[src/rtl/fetch_issue_unit.sv]
// PC and instruction-fetch stage: fetches from an async ROM, resolves
// branches locally and issues everything else to execute via valid/ready.
module fetch_issue_unit #(
  parameter int DATA_WIDTH = 38,
  parameter int ADDR_WIDTH = 12,
  parameter logic [ADDR_WIDTH-1:0] RESET_VECTOR = '0
) (
  input  logic                  clk,
  input  logic                  rst,
  output logic [ADDR_WIDTH-1:0] rom_addr,
  input  logic [DATA_WIDTH-1:0] rom_data,
  output logic                  ex_valid,
  input  logic                  ex_ready,
  output logic [3:0]            opcode,
  output logic [1:0]            sel,
  output logic [15:0]           operand_a,
  output logic [15:0]           operand_b,
  output logic [ADDR_WIDTH-1:0] pc_out,
  input  logic                  flag_gt,
  input  logic                  flag_lt,
  input  logic                  flag_eq,
  input  logic                  flags_valid
);

  localparam logic [3:0] OP_CMP = 4'b0100;
  localparam logic [3:0] OP_B   = 4'b0101;
  localparam logic [3:0] OP_BGT = 4'b0110;
  localparam logic [3:0] OP_BLT = 4'b0111;
  localparam logic [3:0] OP_BEQ = 4'b1000;

  typedef enum logic [1:0] {
    FETCH  = 2'd0,
    ISSUE  = 2'd1,
    BRANCH = 2'd2
  } state_t;

  state_t                  state_q, state_d;
  logic [ADDR_WIDTH-1:0]   pc_q, pc_d;
  logic [ADDR_WIDTH-1:0]   ir_pc_q, ir_pc_d;
  logic [DATA_WIDTH-1:0]   ir_q, ir_d;
  logic                    cmp_q, cmp_d;

  logic [3:0]              ir_op;
  logic [3:0]              rom_op;
  logic [ADDR_WIDTH-1:0]   pc_inc;
  logic [ADDR_WIDTH-1:0]   target;
  logic                    rom_is_br;
  logic                    take;

  assign ir_op  = ir_q[DATA_WIDTH-1 -: 4];
  assign rom_op = rom_data[DATA_WIDTH-1 -: 4];
  assign pc_inc = pc_q + {{(ADDR_WIDTH-1){1'b0}}, 1'b1};
  assign target = ir_q[ADDR_WIDTH-1:0];

  assign rom_is_br = (rom_op == OP_B) || (rom_op == OP_BGT) ||
                     (rom_op == OP_BLT) || (rom_op == OP_BEQ);

  assign rom_addr  = pc_q;
  assign ex_valid  = (state_q == ISSUE);
  assign opcode    = ir_op;
  assign sel       = ir_q[DATA_WIDTH-5 -: 2];
  assign operand_a = ir_q[31:16];
  assign operand_b = ir_q[15:0];
  assign pc_out    = ir_pc_q;

  always_comb begin
    take = 1'b0;
    unique case (1'b1)
      (ir_op == OP_B):   take = 1'b1;
      (ir_op == OP_BGT): take = flag_gt;
      (ir_op == OP_BLT): take = flag_lt;
      (ir_op == OP_BEQ): take = flag_eq;
      default:           take = 1'b0;
    endcase
  end

  always_comb begin
    state_d = state_q;
    pc_d    = pc_q;
    ir_d    = ir_q;
    ir_pc_d = ir_pc_q;
    cmp_d   = flags_valid ? 1'b0 : cmp_q;
    unique case (state_q)
      FETCH: begin
        ir_d    = rom_data;
        ir_pc_d = pc_q;
        state_d = rom_is_br ? BRANCH : ISSUE;
      end
      ISSUE: begin
        if (ex_ready) begin
          pc_d    = pc_inc;
          state_d = FETCH;
          // a cmp accepted this cycle beats a same-cycle flags_valid
          if (ir_op == OP_CMP) cmp_d = 1'b1;
        end
      end
      BRANCH: begin
        if (ir_op == OP_B || !cmp_q) begin
          pc_d    = take ? target : pc_inc;
          state_d = FETCH;
        end
      end
      default: state_d = FETCH;
    endcase
  end

  always_ff @(posedge clk) begin
    if (rst) begin
      state_q <= FETCH;
      pc_q    <= RESET_VECTOR;
      ir_q    <= '0;
      ir_pc_q <= '0;
      cmp_q   <= 1'b0;
    end else begin
      state_q <= state_d;
      pc_q    <= pc_d;
      ir_q    <= ir_d;
      ir_pc_q <= ir_pc_d;
      cmp_q   <= cmp_d;
    end
  end

endmodule

[config.mk]
export PLATFORM = sky130hd
export DESIGN_NAME = fetch_issue_unit
export DESIGN_NICKNAME = d
export VERILOG_FILES = /design/src/rtl/fetch_issue_unit.sv
export SDC_FILE = /design/constraint.sdc
export NUM_CORES = 1
export LEC_CHECK = 0
export BUFFER_PORTS_ARGS = -buffer_cell sky130_fd_sc_hd__buf_2
export CAP_MARGIN = 20
export CORE_MARGIN = 2
export CORE_UTILIZATION = 30
export DETAILED_ROUTE_END_ITERATION = 6
export GPL_ROUTABILITY_DRIVEN = 0
export SKIP_CTS_REPAIR_TIMING = 1
export SYNTH_ARGS = -nofsm -noshare
export SYNTH_HDL_FRONTEND = slang
export SYNTH_SLANG_ARGS = --single-unit
[constraint.sdc]
create_clock -name clk -period 2.3 [get_ports clk]
set_input_delay 0.575 -clock clk [delete_from_list [all_inputs] [get_ports clk]]
set_output_delay 0.575 -clock clk [all_outputs]
set_load 0.1 [all_outputs]
==> results of run 1 <==
==> per-layer routing <==
layer	track usage, %	vias up	part of all wire, %
li1	-	1370	-
met1	19.0	1192	47
met2	24.2	76	46
met3	5.67	7	6.3
met4	4.43	0	0.99
met5	0	-	0
==> flip-flops by register name, summed over array words and instances, names as in the netlist <==
name / flops
ir_q: 38
state_q: 2
rom_addr: 12
pc_out: 12
cmp_q: 1
==> synth_stat cells <==
cell / number / area (µm²)
or3_1: 1 / 6.26
and3_1: 3 / 18.8
o21a_1: 2 / 15.0
nor3b_1: 1 / 7.51
dfxtp_1: 65 / 1300
nand4_1: 2 / 12.5
buf_2: 1 / 5.00
nor4_1: 1 / 6.26
or2_1: 2 / 12.5
a311oi_1: 1 / 8.76
ha_1: 1 / 12.5
o2bb2ai_1: 1 / 8.76
and4_1: 1 / 8.76
o21bai_1: 1 / 7.51
inv_1: 9 / 33.8
and2b_1: 1 / 7.51
nand2_1: 109 / 409
nand3_1: 8 / 40.0
and4bb_1: 1 / 12.5
and3b_1: 2 / 17.5
o21ai_1: 2 / 10.0
nor2_1: 15 / 56.3
clkbuf_1: 20 / 75.1
o21ai_0: 1 / 5.00
nor3_1: 4 / 20.0
a221oi_2: 1 / 15.0
a31oi_1: 3 / 18.8
nor2b_1: 3 / 18.8
mux2i_1: 9 / 90.1
and2_1: 1 / 6.26
a21oi_1: 60 / 300
o22ai_1: 1 / 6.26
o32ai_1: 7 / 61.3
nor4b_1: 2 / 17.5
nand2b_1: 1 / 6.26
nor4b_2: 1 / 15.0
buf_6: 2 / 22.5
==> kinds of logic after synthesis <==
logic type | count (synthesis)
DFF | 65
adders and majority gates | 1
and+or+nand+nor | 159
AOI/OAI and AO/OA | 80
buffers and inverters | 32
muxes | 9
==> worst register-to-register path: cells and delay by family (launching register included) <==
family	cells	cell delay (ps)
and+or+nand+nor	2	270
DFF	1	440
AOI/OAI and AO/OA	2	450
muxes	1	230
buffers and inverters	1	300
==> final cells by class <==
type                            instances  area share [%]
Tap cell                              108            3.83
Inverter                                9           0.957
Sequential cell                        65            36.9
Clock inverter                          3           0.425
Multi-Input combinational cell        249            36.1
Timing Repair Buffer                  114            17.4
Clock buffer                           13            4.50
==> cell usage in the layout (no fill, tap or decap), drive strengths merged <==
cell     count
nand2b       1
ha           1
o21bai       1
and2b        1
or3          1
mux2i        9
o2bb2ai      1
o21a         2
and2         1
a221oi       1
o32ai        7
nand2      109
or2          2
nor4         1
o22ai        1
clkinv       3
and3b        2
and3         3
and4bb       1
nand3        8
and4         1
buf        114
nor2        15
clkbuf      13
dfxtp       65
a31oi        3
nor3         4
a311oi       1
nor3b        1
a21oi       60
nor2b        3
o21ai        3
nand4        2
nor4b        3
inv          9
==> per-stage QoR <==
step / cells / area (µm²) / total power (µW) / hold WS, ps
2_1_floorplan: 346 / 2700 / 1930 / 445
3_3_place_gp: 545 / 3360 / 2110 / 439
3_5_place_dp: 545 / 3360 / 2120 / 445
4_1_cts: 561 / 3530 / 3000 / 449
5_1_grt: 561 / 3530 / 3100 / 450
6_report: 561 / 3530 / 2950 / 453
==> final timing paths <==
check	startpoint	to	slack (ps)	cells after the start
worst max register to register	ir_q[35]$_SDFFE_PP0P_	rom_addr[7]$_SDFFE_PP0P_	500	6
worst max-delay path	state_q[0]$_SDFFE_PP0P_	ex_valid	300	2
worst min-delay path	ir_q[14]$_SDFFE_PP0P_	ir_q[14]$_SDFFE_PP0P_	450	2
worst min register to register	ir_q[14]$_SDFFE_PP0P_	ir_q[14]$_SDFFE_PP0P_	450	2
==> power groups by stage <==
stage / registers (µW) / logic, µW / clock network, µW
detailed placement: 1270 / 842 / 0
CTS: 1250 / 842 / 910
global route: 1260 / 885 / 961
floorplan: 1730 / 205 / 0
global placement: 1270 / 837 / 0
finish: 1250 / 834 / 869
==> impl_metrics.env, run 1 <==
export IMPL_status="complete, no violations"
export IMPL_worstPathRequired_ps=1730
export IMPL_power_switching_uw=1150
export IMPL_dr_pass1_iters=4
export IMPL_coreArea_um2=8720
export IMPL_synth_seq_cells=65
export IMPL_worstSetupPathType="flop to output port"
export IMPL_yosys_area_share_simple_pct=25.9
export IMPL_cts_buffer_depth=2
export IMPL_antenna_found_initial=0
export IMPL_synth_cell_type_count=37
export IMPL_grt_overflow=0
export IMPL_drv_cap=0
export IMPL_cts_buffers=9
export IMPL_synth_compound_area_share_pct=16.9
export IMPL_grt_pass1_vias=2493
export IMPL_pin_count=108
export IMPL_ir_drop_mv=0.425
export IMPL_die_x_um=98.8
export IMPL_synthMuxAreaShare_pct=3.34
export IMPL_grt_use_total_pct=15.1
export IMPL_period_share_pct=86.7
export IMPL_clkPwrFrac_pct=29.5
export IMPL_area_growth_pct=30.9
export IMPL_syn_cell_area_um2=2700
export IMPL_setup_tns_ps=0
export IMPL_hold_violations=0
export IMPL_start_kind="flop"
export IMPL_slew_viol_final=0
export IMPL_avgSynthCellArea_um2=7.79
export IMPL_cpMaxStageDelayCell="dfxtp_1"
export IMPL_cp_max_fo=8
export IMPL_multi_input_area_um2=1270
export IMPL_htreeDepth=3
export IMPL_fin_util_pct=40.5
export IMPL_slew_headroom_pct=59.9
export IMPL_wire_per_inst_um=12.9
export IMPL_fin_skew_ps=9.09
export IMPL_dp_slack_ps=230
export IMPL_path_clk_slew_ps=70
export IMPL_yosysSeqAreaShare_pct=48.3
export IMPL_p_seq_share_pct=42.3
export IMPL_path_cells="nor2b_2 > buf_2"
export IMPL_tightest_slew_ps=600
export IMPL_p_comb_share_pct=28.3
export IMPL_clk_insertion_delay_late_ps=330
export IMPL_drive_gt1_share_pct=29.6
export IMPL_final_net_count=494
export IMPL_p_per_area_nw_per_um2=836
export IMPL_worst_path_buf_inv=1
export IMPL_synth_top_family_by_area="simple AND/OR/NAND/NOR gates"
export IMPL_num_vias=2645
export IMPL_endpoint_kind="output port"
export IMPL_ant_nets=0
export IMPL_die_y_um=98.8
export IMPL_num_antenna_cells=0
export IMPL_dpl_hpwl_mm=5.19
export IMPL_wirelength_mm=7.26
export IMPL_crit_path_max_incr_delay_ps=470
export IMPL_grt_pass1_wl_mm=11.9
export IMPL_row_count=34
export IMPL_port_buffers=107
export IMPL_yosysWarnings=0
export IMPL_synth_xor_area_share_pct=0
export IMPL_setup_viol=0
export IMPL_dr_first_iter_drc_count=63
export IMPL_clock_sinks=65
export IMPL_syn_nets=392
export IMPL_swShare_pct=39.1
export IMPL_leakage_uw=0.00166
export IMPL_post_route_drc_count=0
export IMPL_syn_inst=346
export IMPL_clock_fmax_mhz=501
export IMPL_root_buffer="clkbuf_8"
export IMPL_rsz0062_at_grt="no"
export IMPL_grt_max_degree=37
export IMPL_p_int_uw=1800
export IMPL_via_per_inst=4.71
export IMPL_synthAdderAreaFrac_pct=0.464
export IMPL_period_needed_ps=2000
export IMPL_hold_class="flop to flop"
export IMPL_dieArea_um2=9760
export IMPL_cp_arrival_ps=1420
export IMPL_crit_family="flip-flops"
export IMPL_setup_ws_ps=305
export IMPL_tritoncts="done"
export IMPL_seqCellArea_um2=1300
export IMPL_fillers=903
export IMPL_initial_core_util_pct=30.9
(Power assumes the default switching activity.)
==> inputs of run 2 (changes only) <==
Settings changed: CORE_ASPECT_RATIO set to 0.9.
==> run 2 against run 1 <==
Clock-buffer cell count increased by 1. Setup slack got worse by 30 ps. Hold slack got worse by 2.1 ps.
==> impl_metrics.env, run 2 (synthesis gave the netlist of run 1 again) <==
export IMPL_status="complete, no violations"
export IMPL_period_needed_ps=2030
export IMPL_hp_start="ir_q[33]$_SDFFE_PP0P_"
export IMPL_power_switching_uw=1150
export IMPL_clock_sinks=65
export IMPL_grt_pass1_wl_mm=12.3
export IMPL_worstPathRequired_ps=1730
export IMPL_drive_gt1_share_pct=29.6
export IMPL_cp_depth=2
export IMPL_tightest_slew_ps=506
export IMPL_slew_viol_final=0
export IMPL_crit_path_max_incr_delay_ps=500
export IMPL_antenna_found_initial=0
export IMPL_grt_overflow=0
export IMPL_worst_path_buf_inv=1
export IMPL_final_net_count=493
export IMPL_grt_use_total_pct=15.5
export IMPL_num_vias=2698
export IMPL_endpoint_kind="output port"
export IMPL_grt_max_degree=39
export IMPL_dpl_hpwl_mm=5.29
export IMPL_htreeDepth=3
export IMPL_p_comb_share_pct=27.8
export IMPL_p_per_area_nw_per_um2=847
export IMPL_cts_buffers=9
export IMPL_startpoint="state_q[0]$_SDFFE_PP0P_"
export IMPL_cpMaxStageDelayCell="dfxtp_1"
export IMPL_clk_insertion_delay_late_ps=330
export IMPL_row_count=32
export IMPL_dr_pass1_iters=4
export IMPL_root_buffer="clkbuf_8"
export IMPL_holdPathStages=2
export IMPL_tritoncts="done"
export IMPL_fin_skew_ps=6.17
export IMPL_cts_buffer_depth=2
export IMPL_clkPwrFrac_pct=30.6
export IMPL_post_route_drc_count=0
export IMPL_drv_cap=0
export IMPL_dr_first_iter_drc_count=97
export IMPL_ir_drop_mv=0.448
export IMPL_setup_tns_ps=0
export IMPL_layout_commonest_cell="nand2_1"
export IMPL_num_antenna_cells=0
export IMPL_hold_class="flop to flop"
export IMPL_path_cells="nor2b_2 > buf_2"
export IMPL_via_per_inst=4.73
export IMPL_clock_fmax_mhz=494
export IMPL_hold_violations=0
export IMPL_grt_pass1_vias=2566
export IMPL_total_power_uw=3010
export IMPL_largest_register="ir_q"
export IMPL_coreArea_um2=8650
export IMPL_start_kind="flop"
export IMPL_wire_per_inst_um=13.0
export IMPL_r2r_start="ir_q[37]$_SDFFE_PP0P_"
export IMPL_leakage_uw=0.00166
export IMPL_largest_register_ffs=38
export IMPL_pin_count=108
export IMPL_initial_core_util_pct=31.2
export IMPL_port_buffers=107
export IMPL_grt_use_met2_pct=24.4
export IMPL_grt_use_met1_pct=19.6
export IMPL_p_seq_share_pct=41.6
export IMPL_r2r_slack_ps=520
export IMPL_slew_headroom_pct=66.5
export IMPL_p_int_uw=1860
export IMPL_wirelength_mm=7.40
export IMPL_dieArea_um2=9760
export IMPL_grt_busiest_layer="met2"
export IMPL_path_clk_slew_ps=70
export IMPL_area_growth_pct=31.8
export IMPL_grtUsageMet3_pct=5.41
export IMPL_die_y_um=93.9
export IMPL_final_cell_mix="nand2_1, buf_2, dfxtp_1"
export IMPL_crit_family="flip-flops"
export IMPL_setup_viol=0
export IMPL_ant_nets=0
export IMPL_worstSetupPathType="flop to output port"
export IMPL_cp_max_fo=8
export IMPL_period_share_pct=88.1
export IMPL_swShare_pct=38.3
export IMPL_rsz0062_at_grt="no"
export IMPL_rr_worst_depth=6
export IMPL_cp_arrival_ps=1450
export IMPL_die_x_um=104
==> run 2: cell types whose count changed in the layout (fill, tap and decap cells not counted), sizes merged <==
| cell | delta |
|---|---|
| buf | -1 |
| clkbuf | +1 |
| clkinv | -1 |
==> run 2: path summary, 6_finish.rpt <==
check	to
worst max register to register	rom_addr[10]$_SDFFE_PP0P_
worst min-delay path	ir_q[33]$_SDFFE_PP0P_
worst min register to register	ir_q[33]$_SDFFE_PP0P_
worst max-delay path	ex_valid
==> run 2: layout make-up <==
cell class,instances,area [µm²]
inverter,9,33.8
clock inverter,2,10.0
clock buffer,14,183
sequential,65,1300
fill,925,5090
tap,119,149
multi-input combinational,249,1270
timing repair buffer,113,606
==> run 2: worst register-to-register path, stage by stage, from the launching register on <==
cell and delay [ps]:
dfxtp_1 430, nand2_1 90, nor4_1 380, o21ai_2 130
buf_4 240, mux2i_1 170, a221oi_2 270
==> run 2: power by group through the flow <==
stage	Sequential [µW]	Combinational [µW]	Clock (µW)
final	1250	838	921
after global routing	1260	883	999
after CTS	1250	844	955
after detailed placement	1280	843	0
after global placement	1270	836	0
after floorplan	1730	205	0
==> run 2: layer usage <==
layer  up-vias  wire length [µm]
met5         -                 0
met1      1231              3520
met4         0               106
met2        80              3320
met3        12               448
li1       1375                 -
==> run 2: stage by stage <==
step	hold WS (ps)	util [%]	instance area (µm²)	cells	setup slack, ps
final	451	41.1	3550	571	275
after global routing	463	41.1	3550	571	182
after CTS	453	41.1	3550	571	260
after detailed placement	444	38.9	3360	555	334
after global placement	439	38.9	3360	555	380
after floorplan	445	-	2700	346	62.0
==> inputs of run 3 (changes only) <==
Settings changed: SETUP_SLACK_MARGIN set to 0.3, SLEW_MARGIN set to 20.
==> run 3 against run 2 <==
Fmax grew 7.2%. First-iteration DRC count decreased by 27%. Global-route usage about the same. Final area fell by 0.77%. Setup slack improved by 140 ps. Register-to-register slack better by 30 ps. Die area unchanged. Via count down 0.48%. Clock power down 11%. Hold slack got worse by 2.4 ps.
==> impl_metrics.env, run 3 (synthesis gave the netlist of run 1 again) <==
export IMPL_status="complete, no violations"
export IMPL_slew_viol_final=0
export IMPL_cp_max_fo=8
export IMPL_dieArea_um2=9760
export IMPL_cpMaxStageDelayCell="buf_2"
export IMPL_dpl_hpwl_mm=5.34
export IMPL_final_cell_mix="nand2_1, buf_2, a21oi_1"
export IMPL_antenna_found_initial=0
export IMPL_worstSetupPathType="flop to output port"
export IMPL_tightest_slew_ps=538
export IMPL_largest_register_ffs=38
export IMPL_clock_fmax_mhz=529
export IMPL_fillers=942
export IMPL_initial_core_util_pct=31.2
export IMPL_layout_commonest_cell="nand2_1"
export IMPL_rsz0062_at_grt="no"
export IMPL_crit_path_end="rom_addr[7]"
export IMPL_drv_cap=0
export IMPL_r2r_end="rom_addr[8]$_SDFFE_PP0P_"
export IMPL_tritoncts="done"
export IMPL_cts_buffers=9
export IMPL_p_int_uw=1750
export IMPL_post_route_drc_count=0
export IMPL_setup_tns_ps=0
export IMPL_hold_class="flop to flop"
export IMPL_dr_pass1_iters=4
export IMPL_die_y_um=93.9
export IMPL_dr_first_iter_drc_count=71
export IMPL_wirelength_mm=7.47
export IMPL_die_x_um=104
export IMPL_grt_pass1_vias=2472
export IMPL_leakage_uw=0.00165
export IMPL_root_buffer="clkbuf_8"
export IMPL_placed_area_um2=3360
export IMPL_pin_count=108
export IMPL_period_needed_ps=1890
export IMPL_grt_use_total_pct=15.5
export IMPL_grt_max_degree=28
export IMPL_ant_nets=0
export IMPL_final_area_um2=3530
export IMPL_num_vias=2685
export IMPL_ir_drop_mv=0.501
export IMPL_hp_start="pc_out[4]$_SDFFE_PP0P_"
export IMPL_p_seq_share_pct=43.2
export IMPL_power_switching_uw=1150
export IMPL_cp_depth=1
export IMPL_cts_buffer_depth=2
export IMPL_endpoint_kind="output port"
export IMPL_crit_path_max_incr_delay_ps=490
export IMPL_final_net_count=495
export IMPL_r2r_start="state_q[0]$_SDFFE_PP0P_"
export IMPL_cp_arrival_ps=1310
export IMPL_port_buffers=107
export IMPL_largest_register="ir_q"
export IMPL_path_clk_slew_ps=70
export IMPL_rr_worst_depth=6
export IMPL_clock_sinks=65
export IMPL_grt_overflow=0
export IMPL_slew_headroom_pct=64.0
export IMPL_worstPathRequired_ps=1730
export IMPL_fin_skew_ps=6.00
export IMPL_p_per_area_nw_per_um2=824
export IMPL_hold_violations=0
export IMPL_htreeDepth=3
export IMPL_area_growth_pct=30.8
export IMPL_crit_family="buffers and inverters"
export IMPL_drive_gt1_share_pct=31.8
export IMPL_num_antenna_cells=0
export IMPL_clk_insertion_delay_late_ps=340
export IMPL_row_count=32
export IMPL_worst_path_buf_inv=1
export IMPL_setup_viol=0
export IMPL_period_share_pct=82.1
export IMPL_startpoint="rom_addr[7]$_SDFFE_PP0P_"
export IMPL_path_cells="buf_2"
export IMPL_clkPwrFrac_pct=28.3
export IMPL_grt_pass1_wl_mm=12.1
export IMPL_swShare_pct=39.6
export IMPL_r2r_slack_ps=550
export IMPL_p_comb_share_pct=28.5
export IMPL_coreArea_um2=8650
export IMPL_via_per_inst=4.69
export IMPL_wire_per_inst_um=13.1
export IMPL_start_kind="flop"
-- run 3: worst min path at each step --
stage                                   to  slack, ps  cells after the start
floorplan                 cmp_q$_SDFF_PP0_        450                      2
global placement    pc_out[8]$_SDFFE_PP0P_        440                      2
detailed placement  pc_out[4]$_SDFFE_PP0P_        440                      2
CTS                  ir_q[31]$_SDFFE_PP0P_        450                      3
global route         ir_q[29]$_SDFFE_PP0P_        450                      3
finish              pc_out[4]$_SDFFE_PP0P_        450                      2
-- run 3: area by class of cell --
type	instances	area [µm²]	share of cell area [%]
well taps	119	149	4.22
flip-flops and latches	65	1310	37.2
inverters	9	33.8	0.958
clock buffers	11	141	4.01
repair buffers	115	598	17.0
multi-input cells	249	1270	36.1
clock inverters	4	20.0	0.568
-- run 3: power groups by stage --
stage          Combinational [µW]  Clock [µW]  Sequential [µW]
3_5_place_dp                  833           0             1280
4_1_cts                       834         852             1260
5_1_grt                       877         898             1270
3_3_place_gp                  828           0             1280
2_1_floorplan                 204           0             1730
6_report                      829         821             1260
-- run 3: stage by stage --
stage,hold WS [ps],utilization [%],setup WS (ps),std cells,total power (µW)
after floorplan,445,-,322,346,1940
after global routing,447,40.8,332,572,3040
after CTS,450,40.8,281,572,2940
after detailed placement,445,38.9,310,557,2110
after global placement,438,38.9,383,557,2100
final,449,40.8,411,572,2910
-- run 3: per-layer routing --
metal	up-vias	wire length, µm	GRT usage, %	share of wire [%]
met5	-	0	0	0
li1	1372	-	-	-
met1	1224	3500	19.2	47
met3	10	573	7.07	7.7
met4	0	97	4.73	1.3
met2	79	3300	24.3	44
-- run 3: worst min-delay path, stage by stage, from the launching register on --
cell	delay, ps
dfxtp_1	310
nand2_1	50
a21oi_1	50
